`src/rtl/regfile_pkg.sv`:
```
// Shared types and sizing for the register-file write-back path.
//   ADDR_WIDTH    : register address width
//   REG_DATA_W    : register data width
//   WB_FIFO_DEPTH : default number of buffered write-back entries
//   wb_req_t      : one write-back request {addr, data}
//   wb_src_e      : write-back source, used as the round-robin priority state
package regfile_pkg;

    localparam int unsigned ADDR_WIDTH    = 5;
    localparam int unsigned REG_DATA_W    = 32;
    localparam int unsigned WB_FIFO_DEPTH = 4;

    typedef struct packed {
        logic [ADDR_WIDTH-1:0] addr;
        logic [REG_DATA_W-1:0] data;
    } wb_req_t;

    typedef enum logic {
        SRC_ALU = 1'b0,
        SRC_LSU = 1'b1
    } wb_src_e;

endpackage

```
`src/rtl/regfile_wb_fifo.sv`:
```
// Synchronous FIFO of write-back requests with per-slot valid bits so the
// hazard compare can see every pending destination register.
// Ports:
//   clk, ares      : clock, synchronous active-high reset
//   push, push_req : enqueue request (ignored when full)
//   pop            : dequeue head (ignored when empty)
//   head           : request at the read pointer
//   empty, full    : occupancy flags
//   entry_vld      : slot holds a pending request
//   entry_addr     : destination register of each slot
module regfile_wb_fifo
    import regfile_pkg::*;
#(
    parameter int unsigned DEPTH = WB_FIFO_DEPTH
) (
    input  logic                                 clk,
    input  logic                                 ares,
    input  logic                                 push,
    input  wb_req_t                              push_req,
    input  logic                                 pop,
    output wb_req_t                              head,
    output logic                                 empty,
    output logic                                 full,
    output logic [DEPTH-1:0]                     entry_vld,
    output logic [DEPTH-1:0][ADDR_WIDTH-1:0]     entry_addr
);

    localparam int unsigned PTR_W = (DEPTH > 1) ? $clog2(DEPTH) : 1;
    localparam int unsigned CNT_W = $clog2(DEPTH + 1);

    wb_req_t            mem [DEPTH];
    logic [PTR_W-1:0]   wptr;
    logic [PTR_W-1:0]   rptr;
    logic [CNT_W-1:0]   count;
    logic               push_ok;
    logic               pop_ok;

    assign empty   = (count == '0);
    assign full    = (count == CNT_W'(DEPTH));
    assign push_ok = push && !full;
    assign pop_ok  = pop && !empty;
    assign head    = mem[rptr];

    // Pointers wrap naturally because DEPTH is a power of two.
    always_ff @(posedge clk) begin
        if (ares) begin
            wptr      <= '0;
            rptr      <= '0;
            count     <= '0;
            entry_vld <= '0;
        end else begin
            if (push_ok) wptr <= wptr + PTR_W'(1);
            if (pop_ok)  rptr <= rptr + PTR_W'(1);
            case ({push_ok, pop_ok})
                2'b10:   count <= count + CNT_W'(1);
                2'b01:   count <= count - CNT_W'(1);
                default: count <= count;
            endcase
            // Push never targets the popped slot: that would need a full FIFO.
            if (pop_ok)  entry_vld[rptr] <= 1'b0;
            if (push_ok) entry_vld[wptr] <= 1'b1;
        end
    end

    // Storage needs no reset; entry_vld qualifies every slot.
    always_ff @(posedge clk) begin
        if (push_ok) mem[wptr] <= push_req;
    end

    always_comb begin
        for (int i = 0; i < int'(DEPTH); i++) begin
            entry_addr[i] = mem[i].addr;
        end
    end

endmodule

```
`src/rtl/regfile_wb_queue.sv`:
```
// Write-back queue in front of the register file write port. Round-robin
// arbitration between ALU and LSU, x0 writes dropped, one drain per cycle
// into registered wen/waddr/wdata, and pending-write hazard lookup.
// Optional macro REGFILE_WB_PERF_EN adds stall_cnt / drop_cnt counters.
// Ports:
//   clk, ares                       : clock, synchronous active-high reset
//   alu_valid/ready/addr/data       : ALU write-back request handshake
//   lsu_valid/ready/addr/data       : load write-back request handshake
//   wen, waddr, wdata               : registered register-file write port
//   chk_addr1/2, chk_hit1/2         : hazard query (hit is combinational)
//   busy                            : FIFO non-empty or write in progress
//   stall_cnt, drop_cnt             : perf counters (REGFILE_WB_PERF_EN only)
module regfile_wb_queue
    import regfile_pkg::*;
#(
    parameter int unsigned FIFO_DEPTH = WB_FIFO_DEPTH
) (
    input  logic                  clk,
    input  logic                  ares,
    input  logic                  alu_valid,
    output logic                  alu_ready,
    input  logic [ADDR_WIDTH-1:0] alu_addr,
    input  logic [REG_DATA_W-1:0] alu_data,
    input  logic                  lsu_valid,
    output logic                  lsu_ready,
    input  logic [ADDR_WIDTH-1:0] lsu_addr,
    input  logic [REG_DATA_W-1:0] lsu_data,
    output logic                  wen,
    output logic [ADDR_WIDTH-1:0] waddr,
    output logic [REG_DATA_W-1:0] wdata,
    input  logic [ADDR_WIDTH-1:0] chk_addr1,
    input  logic [ADDR_WIDTH-1:0] chk_addr2,
    output logic                  chk_hit1,
    output logic                  chk_hit2,
    output logic                  busy
`ifdef REGFILE_WB_PERF_EN
    ,
    output logic [15:0]           stall_cnt,
    output logic [15:0]           drop_cnt
`endif
);

    wb_src_e                             prio_q;
    wb_src_e                             prio_d;
    logic                                grant_alu;
    logic                                grant_lsu;
    logic                                xfer;
    logic                                push;
    wb_req_t                             sel_req;
    wb_req_t                             head;
    logic                                fifo_empty;
    logic                                fifo_full;
    logic [FIFO_DEPTH-1:0]               entry_vld;
    logic [FIFO_DEPTH-1:0][ADDR_WIDTH-1:0] entry_addr;

    regfile_wb_fifo #(
        .DEPTH (FIFO_DEPTH)
    ) u_fifo (
        .clk        (clk),
        .ares       (ares),
        .push       (push),
        .push_req   (sel_req),
        .pop        (!fifo_empty),
        .head       (head),
        .empty      (fifo_empty),
        .full       (fifo_full),
        .entry_vld  (entry_vld),
        .entry_addr (entry_addr)
    );

    // Round-robin priority register.
    always_ff @(posedge clk) begin
        if (ares) prio_q <= SRC_ALU;
        else      prio_q <= prio_d;
    end

    // Arbitration, handshake and next priority. Full blocks acceptance even
    // when a pop happens in the same cycle.
    always_comb begin
        prio_d    = prio_q;
        grant_alu = alu_valid && (!lsu_valid || (prio_q == SRC_ALU));
        grant_lsu = lsu_valid && !grant_alu;
        alu_ready = grant_alu && !fifo_full && !ares;
        lsu_ready = grant_lsu && !fifo_full && !ares;
        xfer      = alu_ready || lsu_ready;
        sel_req   = '{addr: lsu_addr, data: lsu_data};
        if (grant_alu) sel_req = '{addr: alu_addr, data: alu_data};
        push      = xfer && (sel_req.addr != '0);
        if (xfer) prio_d = grant_alu ? SRC_LSU : SRC_ALU;
    end

    // Drain one entry per cycle into the write port; address/data hold when idle.
    always_ff @(posedge clk) begin
        if (ares) begin
            wen   <= 1'b0;
            waddr <= '0;
            wdata <= '0;
        end else if (!fifo_empty) begin
            wen   <= 1'b1;
            waddr <= head.addr;
            wdata <= head.data;
        end else begin
            wen   <= 1'b0;
        end
    end

    assign busy = !fifo_empty || wen;

    function automatic logic pending_hit(
        input logic [ADDR_WIDTH-1:0]                 a,
        input logic [FIFO_DEPTH-1:0]                 vld,
        input logic [FIFO_DEPTH-1:0][ADDR_WIDTH-1:0] addrs,
        input logic                                  w,
        input logic [ADDR_WIDTH-1:0]                 wa
    );
        logic hit;
        hit = w && (wa == a);
        for (int i = 0; i < int'(FIFO_DEPTH); i++) begin
            if (vld[i] && (addrs[i] == a)) hit = 1'b1;
        end
        return hit && (a != '0);
    endfunction

    // Hazard lookup against queued entries and the write in flight.
    always_comb begin
        chk_hit1 = pending_hit(chk_addr1, entry_vld, entry_addr, wen, waddr);
        chk_hit2 = pending_hit(chk_addr2, entry_vld, entry_addr, wen, waddr);
    end

`ifdef REGFILE_WB_PERF_EN
    // Saturating stall and x0-drop counters.
    always_ff @(posedge clk) begin
        if (ares) begin
            stall_cnt <= '0;
            drop_cnt  <= '0;
        end else begin
            if ((alu_valid || lsu_valid) && !xfer && (stall_cnt != 16'hFFFF))
                stall_cnt <= stall_cnt + 16'd1;
            if (xfer && (sel_req.addr == '0) && (drop_cnt != 16'hFFFF))
                drop_cnt <= drop_cnt + 16'd1;
        end
    end
`else
    // Perf counters compiled out; datapath unchanged.
`endif

endmodule

```
`config.mk`:
```
export PLATFORM = sky130hd
export DESIGN_NAME = regfile_wb_queue
export DESIGN_NICKNAME = d
export VERILOG_FILES = /design/src/rtl/regfile_pkg.sv /design/src/rtl/regfile_wb_fifo.sv /design/src/rtl/regfile_wb_queue.sv
export SDC_FILE = /design/constraint.sdc
export NUM_CORES = 1
export LEC_CHECK = 0
export ABC_AREA = 1
export CAP_MARGIN = 20
export CORE_MARGIN = 8
export CORE_UTILIZATION = 49
export CTS_CLUSTER_SIZE = 28
export DETAILED_ROUTE_END_ITERATION = 8
export PLACE_DENSITY = 0.73
export SYNTH_ARGS = -nofsm -noshare
export SYNTH_HDL_FRONTEND = slang
export SYNTH_HIERARCHICAL = 1
export SYNTH_SLANG_ARGS = --single-unit
export TNS_END_PERCENT = 1
```
`constraint.sdc`:
```
create_clock -name clk -period 2.8 [get_ports clk]
set_input_delay 0.84 -clock clk [delete_from_list [all_inputs] [get_ports clk]]
set_output_delay 0.84 -clock clk [all_outputs]
set_load 0.05 [all_outputs]
```
After elaboration in Yosys (flattened, before gate mapping) --
Memories as Yosys holds them, arrays and structs flattened. A register that Yosys moved wholly into a read port is not among the register bits. Cells that the tools add are included.
Word-level totals: register bits 13, latch bits 0, memory bits (writable) 148, memory bits (read-only) 0, bits of input ports 88, output and inout bits 43, word-level logic and storage cells 89, memories 1
Memory list:
- u_fifo.mem | words 4, bits a word 37, read ports 5, clocked after memory_dff 1, write ports 1, RTL line regfile_wb_fifo.sv:31 | wb_req_t mem [DEPTH];
Operators by class: $add $sub $neg 4, multiply operators 0, divide/modulo/power cells 0, magnitude comparators 4, equality and inequality tests 13, shift-type cells 0, muxes and demuxes 21, bitwise logic cells 4, reductions and logical operators 36
Operator list (count):
- $eq 5x5->1 | 10
- $mux 37 | 1
- $logic_and 1x1->1 | 22
- $reduce_bool 5->1 | 3
- $mux 1 | 14
- $mux 4 | 3
- $logic_not 1->1 | 6
- $lt 2x3->1 const B | 2
- $pmux 3 s2 | 1
- $add 2x1->2 const B | 2
- $and 4x4->4 | 1
- $demux 1 s2 | 2
- $ge 2x1->1 const B | 2
- $not 4->4 | 1
- $or 4x4->4 | 1
- $add 3x1->3 const B | 1
- $eq 3x3->1 const B | 1
- $logic_not 3->1 | 1
- $logic_or 1x1->1 | 3
- $sub 3x1->3 const B | 1
- $eq 2x1->1 const B | 1
- $eq 2x2->1 const B | 1
- $reduce_bool 2->1 | 1
- $not 1->1 | 1

Logic depth before layout (Yosys ltp) --
depth in word-level cells 12, depth in mapped cells 17, gate-level depth less buffers 17

By module --
The synthesis kept the hierarchy.
By module, submodules not included:
- regfile_wb_fifo | instances 1, cells each 465, area an instance 6302.3 um^2, seq. area each 4704.5 um^2
- regfile_wb_queue | instances 1, cells each 513, area an instance 2746.4 um^2, seq. area each 780.7 um^2

Least setup slack after synthesis --
OpenSTA, ideal clock, no wires.
path kind input-to-reg, start input lsu_valid, end memory u_fifo/mem[0][0] in the netlist's numbering (enable), setup time 0.392 ns, arrival 2.981 ns, data required time 2.408 ns, slack -0.573 ns, stages 8, path buffers 0, cells stage by stage nand2_1 nand2_4 inv_4 nor2_1 nor2_1 nor2_1 nand3_1 inv_1
Between the ends: longest elaborated chain between the ends 12, elaborated cells on any way between the ends 16, classes of those cells mux: 3; reduce/logical: 13
RTL lines:
- start, declared | RTL line regfile_wb_queue.sv:24 | input logic lsu_valid,
- $logic_not 1->1 | RTL line regfile_wb_queue.sv:81 | grant_alu = alu_valid && (!lsu_valid || (prio_q == SRC_ALU));
- $logic_or 1x1->1 | RTL line regfile_wb_queue.sv:81
- $logic_and 1x1->1 | RTL line regfile_wb_queue.sv:81
- $logic_not 1->1 | RTL line regfile_wb_queue.sv:82 | grant_lsu = lsu_valid && !grant_alu;
- $logic_and 1x1->1 * | RTL line regfile_wb_queue.sv:82
- $logic_and 1x1->1 * (2 in series) | RTL line regfile_wb_queue.sv:84 | lsu_ready = grant_lsu && !fifo_full && !ares;
- net lsu_ready | RTL line regfile_wb_queue.sv:25 | output logic lsu_ready,
- $logic_or 1x1->1 * | RTL line regfile_wb_queue.sv:85 | xfer = alu_ready || lsu_ready;
- $logic_and 1x1->1 * | RTL line regfile_wb_queue.sv:88 | push = xfer && (sel_req.addr != '0);
- net push | RTL line regfile_wb_queue.sv:48 | logic push;
- $logic_and 1x1->1 * | RTL line regfile_wb_fifo.sv:40 | assign push_ok = push && !full;
- $mux 1 * | RTL line regfile_wb_fifo.sv:67 | if (push_ok) mem[wptr] <= push_req;
- $mux 1 (implied by the code) * | RTL line regfile_wb_fifo.sv:67
- end, declared | RTL line regfile_wb_fifo.sv:31
The timed path passes the listed nets; every way through them passes the cells marked *.

Final worst setup path --
start input chk_addr1[4], end output chk_hit1
Between the ends: longest elaborated chain between the ends 7, elaborated cells on any way between the ends 16, classes of those cells eq/ne: 5; mux: 4; reduce/logical: 7
RTL lines:
- start, declared | RTL line regfile_wb_queue.sv:31 | input logic [ADDR_WIDTH-1:0] chk_addr1,
- $eq 5x5->1 (on tied branches) | RTL line regfile_wb_queue.sv:117, regfile_wb_queue.sv:119
- $logic_and 1x1->1 (on tied branches) | RTL line regfile_wb_queue.sv:117, regfile_wb_queue.sv:119
- $mux 1 (4 in series) | RTL line regfile_wb_queue.sv:119 | if (vld[i] && (addrs[i] == a)) hit = 1'b1;
- $logic_and 1x1->1 * | RTL line regfile_wb_queue.sv:121 | return hit && (a != '0);
- end, declared | RTL line regfile_wb_queue.sv:33 | output logic chk_hit1,
Mark *: on every way between the ends. The rest lies on a longest branch, timed or not.

==> flow_metrics.tcl <==
set metrics [dict create \
    dp_cells 1319 \
    synthAdderAreaFrac_pct 1.47 \
    powerDensity_nw_per_um2 949 \
    grt_antenna_before_repair 0 \
    status "finished, final reports clean" \
    path_class "in2out" \
    crit_buf_inv 3 \
    viasPerCell 5.25 \
    grt_max_degree 75 \
    dr.pass1.iters 5 \
    clockBufferDepth 2 \
    max_slew.worst_pin.slew_ns 0.780 \
    fin_crit_ns 2.75 \
    p_leak_nw 4.56 \
    drt-initial-drc-count 477 \
    htreeDepth 4 \
    drcViolationCount 0 \
    synth_most_common_cell "nand2_1" \
    p_total_mw 10.8 \
    fin_crit_sh_pct 98.3 \
    final_area_um2 11400 \
    synth_area_leader_cell "edfxtp_1" \
    ys.warnings.count 6 \
    synthXorXnorAreaFrac_pct 0.290 \
    drv_cap 0 \
    ant_nets 0 \
    hold_viol_final 0 \
    finalNonFillerCells 1355 \
    dr_total_vias 7107 \
    wire_per_inst_um 16.8 \
    cp.required_ns 1.96 \
    coreArea_um2 18000 \
    grt-ovfl-total 0 \
    syn_inst 978 \
    max-vdd-ir-drop_mv 0.792 \
    clock-skew-final_ns 0.00995 \
    relSlewSlack_pct 48.0 \
    grt_pass1_wl_um 36600 \
    row_count 49 \
    timing.fmax_mhz 363 \
    cts.sinks 200 \
    die_h_um 152 \
    critical_path.startpoint_type "input pin" \
    placed_cell_area_um2 10700 \
    cp_max_fo 7 \
    ys_seq_area_share_pct 60.6 \
    yosys.area_share.simple_pct 18.8 \
    utilization_pct 63.1 \
    worst_path_max_delay_cell "clkdlybuf4s18_2" \
    synth_area_um2 9050 \
    antennaDiodeCount 0 \
    dieArea_um2 23100 \
    synthMuxAreaShare_pct 0 \
    crit_path_cell_trace "clkdlybuf4s18_2, inv_4, nand2_1, a21oi_1, nand3_1, nand3_2, nor2_1, nor2_2, buf_12" \
    root_buffer "clkbuf_16" \
    syn_nets 1076 \
    ios 131 \
    ys_ff_latch 200 \
    synth_compound_area_share_pct 11.1 \
    grt_use_total_pct 19.8 \
    end_kind "output pin" \
    drive_gt1_share_pct 11.8 \
    nNetsFinal 1211 \
    wl_um 22800 \
    worstSkewPairLatency_ns 0.43 \
    synth_area_per_cell_um2 9.25 \
    arrival_ns 1.91 \
    preCtsSetupSlack_ns -0.576 \
    synth_edf_count 148 \
    synth_top_area_share_pct 49.1 \
    dpl.hpwl_um 15200 \
    synthFlopType "edfxtp_1" \
    syn_to_final_growth_pct 25.8 \
    cts_tree "yes" \
    first_global_vias 7085 \
    tns_ns 0 \
    cts_buffers 17 \
    ys_top_cells_by_count "214 x nand2_1, 194 x nor2_1, 148 x edfxtp_1" \
    synth_top_family_by_area "simple AND/OR/NAND/NOR gates" \
    initial_core_util_pct 50.2 \
    setup_viol 0 \
    slew_violations 0 \
    holdWs_ns 0.481 \
    die-width_um 152 \
    max_stage_delay_ns 0.27 \
    yosysUniqueCellTypes 29 \
    fin_ws_ns 0.0471 \
    rsz0062_at_grt "true" \
    cp_top_family "buffers and inverters" \
    synth_area_leaders "edfxtp_1 49%, dfxtp_1 12%, nand2_1 8.9%, nor2_1 8.0%, o21ai_0 5.6%" \
    gp_congestion 0.896 \
    cts.clk_slew.worst_paths_ns 0.07 \
    async_flop_share_pct 0 \
    hold_class "reg2reg" \
    io_buffers 130 \
]
## state kept, by name, summed over array words and instances, names as in the netlist, named ones only
| register | cells |
|---|---|
| wen | 1 |
| u_fifo/wptr | 2 |
| waddr | 5 |
| wdata | 32 |
| prio_q | 1 |
| u_fifo/count | 3 |
| u_fifo/mem | 148 |
| u_fifo/entry_vld | 4 |
| u_fifo/rptr | 2 |
## power by group
part	internal (mW)	switching, mW	leakage [nW]	total, mW
sequential	3.75	0.232	1.78	3.98
clock	1.33	1.06	0.281	2.39
combinational	1.43	3.00	2.50	4.44
total	6.51	4.29	4.56	10.8
## kinds of logic after synthesis
family                     after synthesis
buffers and inverters                  135
DFF                                    200
and+or+nand+nor                        440
xor gates and xnor gates                 3
adders and majority gates               10
AOI/OAI and AO/OA                      190
## per-layer routing
layer	vias up	GRT usage (%)	share of wire (%)
met2	212	33.8	50
met1	3353	23.8	43
met5	-	0	0
li1	3510	-	-
met3	32	5.08	5.6
met4	0	6.69	1.9
## area by class of cell
class                      instances  area (µm²)
fill                            1487        6650
timing repair buffer             183        1840
inverter                          68         275
multi-input combinational        643        2920
clock buffer                      19         433
clock inverter                    13         143
sequential                       200        5490
tap                              229         287
## path summary, 6_finish.rpt
kind	start	end	slack [ns]	cells after the start
min	u_fifo/count[0]	u_fifo/count[0]	0.48	1
max	chk_addr1[4]	chk_hit1	0.05	9
max reg2reg	prio_q	u_fifo/count[2]	0.47	17
min reg2reg	u_fifo/count[0]	u_fifo/count[0]	0.48	1
## worst reg2reg max path: stages (launching register included)
cell and delay [ns]:
dfxtp_1 0.35, nand2_2 0.07, nand2_4 0.10, inv_4 0.04, or2_1 0.21, o21ai_2 0.07, nand2_1 0.08, nor2_1 0.11
nor2_1 0.06, nand2_1 0.09, ha_1 0.15, inv_1 0.07, fa_2 0.33, or2_2 0.31, nand3_1 0.07, nand2_1 0.05
inv_1 0.04, nor2_1 0.03
## layout by cell type, fill, tap and decap left out, drive strengths merged, types with 2 or more instances in the layout
master and instances:
nor2 194, buf 60, clkbuf 24, ha 9
edfxtp 148, a21oi 14, clkdlybuf4s50 111, o21ai 138
or2 4, bufinv 2, dlymetal6s2s 2, clkdlybuf4s15 3
clkinvlp 5, o22ai 37, nand2 215, nand3 24
dfxtp 52, clkinv 5, nor3 2, xor2 3
inv 69
## timing repair
item	4_1_cts	5_1_grt
setup endpoints to repair	5	5
resized for setup	47	22
pin swaps	14	19
buffers inserted	3	1
hold buffers	0	0
No activity file was read; power rests on OpenSTA's default activity.
